$ cat src/rtl/tdm_pkg.sv
// Shared constants and slot type for the four-channel TDM demultiplexer.
// Used by tdm_slot_ctr and tdm_demux4.
package tdm_pkg;

    localparam int NUM_CH = 4;

    typedef logic [1:0] slot_t;

    localparam slot_t SLOT_A = 2'd0;
    localparam slot_t SLOT_B = 2'd1;
    localparam slot_t SLOT_C = 2'd2;
    localparam slot_t SLOT_D = 2'd3;

endpackage

$ cat src/rtl/tdm_slot_ctr.sv
// Slot counter for the TDM demultiplexer: wraps modulo 4 and loads on sync.
// The locked flag is sticky until reset.
module tdm_slot_ctr
    import tdm_pkg::*;
(
    input  logic       clk,
    input  logic       rst_n,
    input  logic       en,
    input  logic       sync,
    output logic [1:0] slot,
    output logic       locked
);

    always_ff @(posedge clk or negedge rst_n) begin
        if (!rst_n) begin
            slot   <= SLOT_A;
            locked <= 1'b0;
        end else if (en) begin
            if (sync) begin
                // the sync word itself occupies slot A
                slot   <= SLOT_B;
                locked <= 1'b1;
            end else begin
                slot <= slot + 2'd1;
            end
        end
    end

endmodule

$ cat src/rtl/tdm_demux4.sv
// Four-channel TDM demultiplexer top: stage registers, frame and sync flags.
// Define TDM_DEMUX_SHADOW_EN for an atomically loaded output shadow bank.
module tdm_demux4
    import tdm_pkg::*;
#(
    parameter int WIDTH = 4
) (
    input  logic             clk,
    input  logic             rst_n,
    input  logic [WIDTH-1:0] din,
    input  logic             din_valid,
    input  logic             din_sync,
    output logic [WIDTH-1:0] a_out,
    output logic [WIDTH-1:0] b_out,
    output logic [WIDTH-1:0] c_out,
    output logic [WIDTH-1:0] d_out,
    output logic [1:0]       slot,
    output logic             locked,
    output logic             frame_valid,
    output logic             sync_err
);

    logic       accept;
    logic       complete;
    logic       mid_sync;
    logic [1:0] wr_slot;

    logic [WIDTH-1:0] stg0;
    logic [WIDTH-1:0] stg1;
    logic [WIDTH-1:0] stg2;

    assign accept   = din_valid & (locked | din_sync);
    assign wr_slot  = din_sync ? SLOT_A : slot;
    assign complete = accept & ~din_sync & (slot == SLOT_D);
    assign mid_sync = accept & din_sync & locked & (slot != SLOT_A);

    tdm_slot_ctr u_ctr (
        .clk    (clk),
        .rst_n  (rst_n),
        .en     (accept),
        .sync   (din_sync),
        .slot   (slot),
        .locked (locked)
    );

    always_ff @(posedge clk or negedge rst_n) begin
        if (!rst_n) begin
            frame_valid <= 1'b0;
            sync_err    <= 1'b0;
        end else begin
            frame_valid <= complete;
            sync_err    <= mid_sync;
        end
    end

    always_ff @(posedge clk or negedge rst_n) begin
        if (!rst_n) begin
            stg0 <= '0;
            stg1 <= '0;
            stg2 <= '0;
        end else if (accept) begin
            case (wr_slot)
                SLOT_A:  stg0 <= din;
                SLOT_B:  stg1 <= din;
                SLOT_C:  stg2 <= din;
                default: ;
            endcase
        end
    end

`ifdef TDM_DEMUX_SHADOW_EN

    // channel D goes straight from din into the bank on completion
    always_ff @(posedge clk or negedge rst_n) begin
        if (!rst_n) begin
            a_out <= '0;
            b_out <= '0;
            c_out <= '0;
            d_out <= '0;
        end else if (complete) begin
            a_out <= stg0;
            b_out <= stg1;
            c_out <= stg2;
            d_out <= din;
        end
    end

`else

    logic [WIDTH-1:0] stg3;

    always_ff @(posedge clk or negedge rst_n) begin
        if (!rst_n) begin
            stg3 <= '0;
        end else if (accept && wr_slot == SLOT_D) begin
            stg3 <= din;
        end
    end

    assign a_out = stg0;
    assign b_out = stg1;
    assign c_out = stg2;
    assign d_out = stg3;

`endif

endmodule

$ cat config.mk
export PLATFORM = sky130hd
export DESIGN_NAME = tdm_demux4
export DESIGN_NICKNAME = d
export VERILOG_FILES = /design/src/rtl/tdm_pkg.sv /design/src/rtl/tdm_slot_ctr.sv /design/src/rtl/tdm_demux4.sv
export SDC_FILE = /design/constraint.sdc
export NUM_CORES = 1
export LEC_CHECK = 0
export CAP_MARGIN = 20
export CORE_UTILIZATION = 31
export CTS_CLUSTER_DIAMETER = 150
export DETAILED_ROUTE_END_ITERATION = 6
export SKIP_LAST_GASP = 1
export SYNTH_ARGS = -nofsm -noshare
export SYNTH_HDL_FRONTEND = slang
export SYNTH_SLANG_ARGS = --single-unit
$ cat constraint.sdc
create_clock -name clk -period 1.5 [get_ports clk]
set_input_delay 0.3 -clock clk [delete_from_list [all_inputs] [get_ports clk]]
set_output_delay 0.3 -clock clk [all_outputs]
set_load 0.01 [all_outputs]
* Word-level counts from Yosys, hierarchy flattened
Index checks and enable logic that the tools add are counted.
** Storage, ports and cells
- Register bits :: 21
- Output and inout bits :: 21
- Logic and storage cells :: 30
- Input bits :: 8
** Cells by class
- Bitwise logic cells :: 8
- Multiplexer cells :: 2
- Equal/unequal tests :: 4
- Reductions and logical operators :: 7
- $add $sub $neg :: 1
** Operator list (number)
- 2-bit AND reduction :: 4
- 1-bit AND :: 6
- 2-bit == test (second input constant) :: 3
- 2-bit 2-to-1 mux :: 2
- 2-bit by 1-bit adder with 2-bit output (second input constant) :: 1
- 2-bit by 1-bit == test with 1-bit output (second input constant) :: 1
- 2-bit logical NOT :: 1
- 2-bit nonzero test :: 1
- 1-bit logical AND :: 1
- 1-bit NOT :: 1
- 1-bit bitwise OR :: 1

* Longest topological paths before layout
- Depth in word-level cells :: 5
- Depth in mapped cells :: 3
- Gate-level depth less buffers :: 3

* Modules after synthesis
Synthesis repeated with hierarchy kept, for this count alone.
** Unflattened totals
- Cells, all modules :: 55
- Area, all modules :: 849.6 um2
** By module, submodules not included
- tdm_demux4 :: cells each 44, area an instance 723.2 um2, sequential area each 450.4 um2, times used 1
- tdm_slot_ctr :: cells each 11, area an instance 126.4 um2, sequential area each 75.1 um2, times used 1

* Least setup slack after synthesis
OpenSTA, ideal clock, no wires.
- Path kind :: reg-to-reg
- Start :: reg u_ctr.slot[0]
- End :: reg stg1[0], in the netlist b_out[0]
- Clock period less this slack :: 1.341 ns
- Data required time :: 1.375 ns
- Path slack :: 0.159 ns
- Data arrival time :: 1.217 ns
- Stages on the path, launching flop included :: 4
- Path buffers :: 0
- Library setup time :: 0.125 ns
- Cells stage by stage :: dfrtp_1 > inv_1 > nor3_4 > mux2_2
** Between the ends
- Longest elaborated chain between the ends :: 3
** Ends and longest elaborated chain
- from (decl) :: RTL line tdm_slot_ctr.sv:10 : output logic [1:0] slot,
- from (signal assigned) :: RTL line tdm_slot_ctr.sv:24 : slot <= slot + 2'd1;
- 2-bit 2-to-1 mux :: RTL line tdm_demux4.sv:33 : assign wr_slot = din_sync ? SLOT_A : slot;
- 2-bit by 1-bit == test with 1-bit output :: RTL line tdm_demux4.sv:62 : case (wr_slot)
- 2-bit AND reduction (no line)
- to (signal assigned) :: RTL line tdm_demux4.sv:64 : SLOT_B: stg1 <= din;
- to (decl) :: RTL line tdm_demux4.sv:29 : logic [WIDTH-1:0] stg1;
Every way passes these cells.
A chain may end at the register's enable or synchronous reset.

* Worst setup path in the final report
- Start :: reg frame_valid
- End :: out frame_valid
** RTL lines
- from (decl) :: RTL line tdm_demux4.sv:19 : output logic frame_valid,
- from (signal assigned) :: RTL line tdm_demux4.sv:51 : frame_valid <= complete;
No word-level cell between the ends.

==> results.yml <==
global_routing:
  grt_pass1_wl_mm: 2.75
  grt_usage_pct: 13.5
  grt_max_degree: 22
  antenna_found_initial: 0
  grt-ovfl-total: 0
  grt_pass1_vias: 603
clock_network:
  clkSinkCount: 21
  cts.clk_slew.worst_paths_ns: 0.11
  clkLatencyLatePin_ns: 0.29
  htreeDepth: 1
  cts_buffers: 3
  clockBufferDepth: 2
  root_buffer: "clkbuf_4"
  cts_tree: "done"
logic_synthesis:
  synth_async_sr_flop_share_pct: 100
  synth_top_area_share_pct: 61.3
  synth_nets: 65
  yosysSeqAreaShare_pct: 61.3
  synthFlopType: "dfrtp_1"
  syn_area_um2: 857
  avgSynthCellArea_um2: 15.6
  yosys-top-cells-count: "dfrtp_1 (21), mux2_2 (16)"
  ys_top_cells_by_area: "dfrtp_1 (61%), mux2_2 (21%), nor3_4 (3.8%)"
  synth-seq-cells: 21
  yosysMostFrequentCell: "dfrtp_1"
  synth-edff-count: 0
  yosys_warnings: 0
  synth.distinct_cells: 16
  synth_top_area_cell: "dfrtp_1"
  synthCells: 55
floorplanning:
  die_h_um: 54.6
  die_area_um2: 2980
  design.core.area_um2: 2540
  io_pins: 29
  dieWidth_um: 54.6
  start_util_pct: 33.7
  num_rows: 18
layout:
  fin_nets: 105
  diodes: 0
  nFillCells: 261
  fin_cells: 124
  multi_input_area_um2: 324
  syn2layout_area_growth_pct: 45.4
  regArea_um2: 527
  fin_area_um2: 1250
  drive_above_1_share_pct: 34.0
power_and_ir_drop:
  p_leak_nw: 0.623
  total_power_w: 0.00192
  powerDensity_nw_per_um2: 1540
  vdd_drop_max_v: 0.000880
critical_path:
  crit_type: "register to output pin"
  end_kind: "output pin"
  path_cells: "clkdlybuf4s50_1"
  cp-start-kind: "register"
  crit_family: "buffers and inverters"
  timing.critical_path.buf_inv: 1
  cp_slowest_cell: "clkdlybuf4s50_1"
  crit_fanout: 1
  crit_required_ns: 1.20
  r2r-start: "u_ctr.locked$_DFFE_PN0P_"
  slowest_delay_ns: 0.52
  startpoint: "frame_valid$_DFF_PN0_"
  critPathArrivalTime_ns: 1.14
sta:
  setup_viol: 0
  fin_crit_sh_pct: 96.1
  rsz0062_at_grt: "yes"
  period_needed_ns: 1.44
  hold_viol: 0
  fin_hold_ws_ns: 0.340
  slew_viol_final: 0
  relSlewSlack_pct: 80.4
  tightest_slew_ns: 0.294
  worst_slack_ns: 0.0586
  finClkSkew_ns: 0.00122
  max_freq_mhz: 694
run_status:
  run_status: "complete, no violations"
route:
  wl_per_cell_um: 13.5
  first_pass_iters: 2
  drc: 0
  vias: 572
  drt_wl_total_mm: 1.68
  dr.first_iter.drc_count: 1
  viasPerCell: 4.61
  postRouteAntennaNets: 0
placed_design:
  placed_cells_incl_taps: 117
  place.gp.congestion: 0.684
  hpwl_mm: 1.25
  placed_area_um2: 1200
  place_ws_ns: -0.362
  numPortBuffers: 28
worst_hold_path:
  hold_class: "input port to asynchronous set/reset pin"
run:
  maxCapViolCount: 0
==> registers in the layout, summed over array words and instances (netlist names) <==
name	cells
u_ctr.slot	2
u_ctr.locked	1
c_out	4
frame_valid	1
sync_err	1
b_out	4
d_out	4
a_out	4
==> where the power goes <==
part	switching (W)	internal (W)	leakage [nW]	total, W
Sequential	0.000100	0.000777	0.252	0.000877
Combinational	0.000339	0.000444	0.356	0.000783
Clock	0.000155	0.000103	0.0150	0.000258
Total	0.000594	0.00132	0.623	0.00192
==> final timing paths <==
kind / endpoint / depth (start not counted) / slack (ns)
hold reg to reg: c_out[3]$_DFFE_PN0P_ / 1 / 0.51
setup / recovery: frame_valid / 1 / 0.06
hold / removal: a_out[2]$_DFFE_PN0P_ / 2 / 0.34
min in group clk: u_ctr.locked$_DFFE_PN0P_ / 2 / 0.43
setup reg to reg: c_out[0]$_DFFE_PN0P_ / 4 / 0.07
max in group asynchronous: u_ctr.slot[1]$_DFFE_PN0P_ / 2 / 0.94
==> per-stage QoR <==
step	setup TNS (ns)	utilization (%)
6_report	0	49.0
5_1_grt	-0.116	49.0
4_1_cts	-0.00397	48.5
3_5_place_dp	-4.47	47.3
3_3_place_gp	-4.14	47.3
2_1_floorplan	0	-
==> final cells by class <==
cell class | instances | share of cell area (%)
clock buffer | 4 | 2.11
inverter | 2 | 0.602
multi-input combinational | 32 | 26.0
sequential | 21 | 42.3
tap | 30 | 3.01
timing repair buffer | 35 | 26.0
==> timing repair <==
item                                    4_1_cts  5_1_grt
pin swaps                                     1        0
hold buffers                                  0        0
buffers inserted                              3        0
resized for setup                            18        5
endpoints found under the setup margin       21        9
==> cells in the final DEF, fill, tap and decap left out, types with 2 or more instances in the layout <==
cell and instances:
inv_1 2, ha_1 2, mux2_2 16, clkbuf_4 3, clkdlybuf4s50_1 6, nor3_4 2, buf_4 7, dlygate4sd2_1 17
dlymetal6s2s_1 5, dfrtp_1 20, o21ai_0 2
==> cells by family after synthesis <==
logic type	count (synthesis)	share of synthesized area, %
fa+ha+maj	2	2.92
simple gates	9	9.64
mux	16	21.0
buf+inv	2	0.876
compound gates	5	4.23
flops	21	61.3
==> layer usage <==
layer	global-route usage, %	part of all wire (%)	vias to the layer above	routed length, um
met5	0	0	-	0
met4	2.56	0	0	0
met3	3.89	5.4	0	90
met2	22.5	49	20	824
met1	17.2	45	278	762
li1	-	-	274	-
No activity file was read; power rests on OpenSTA's default activity.
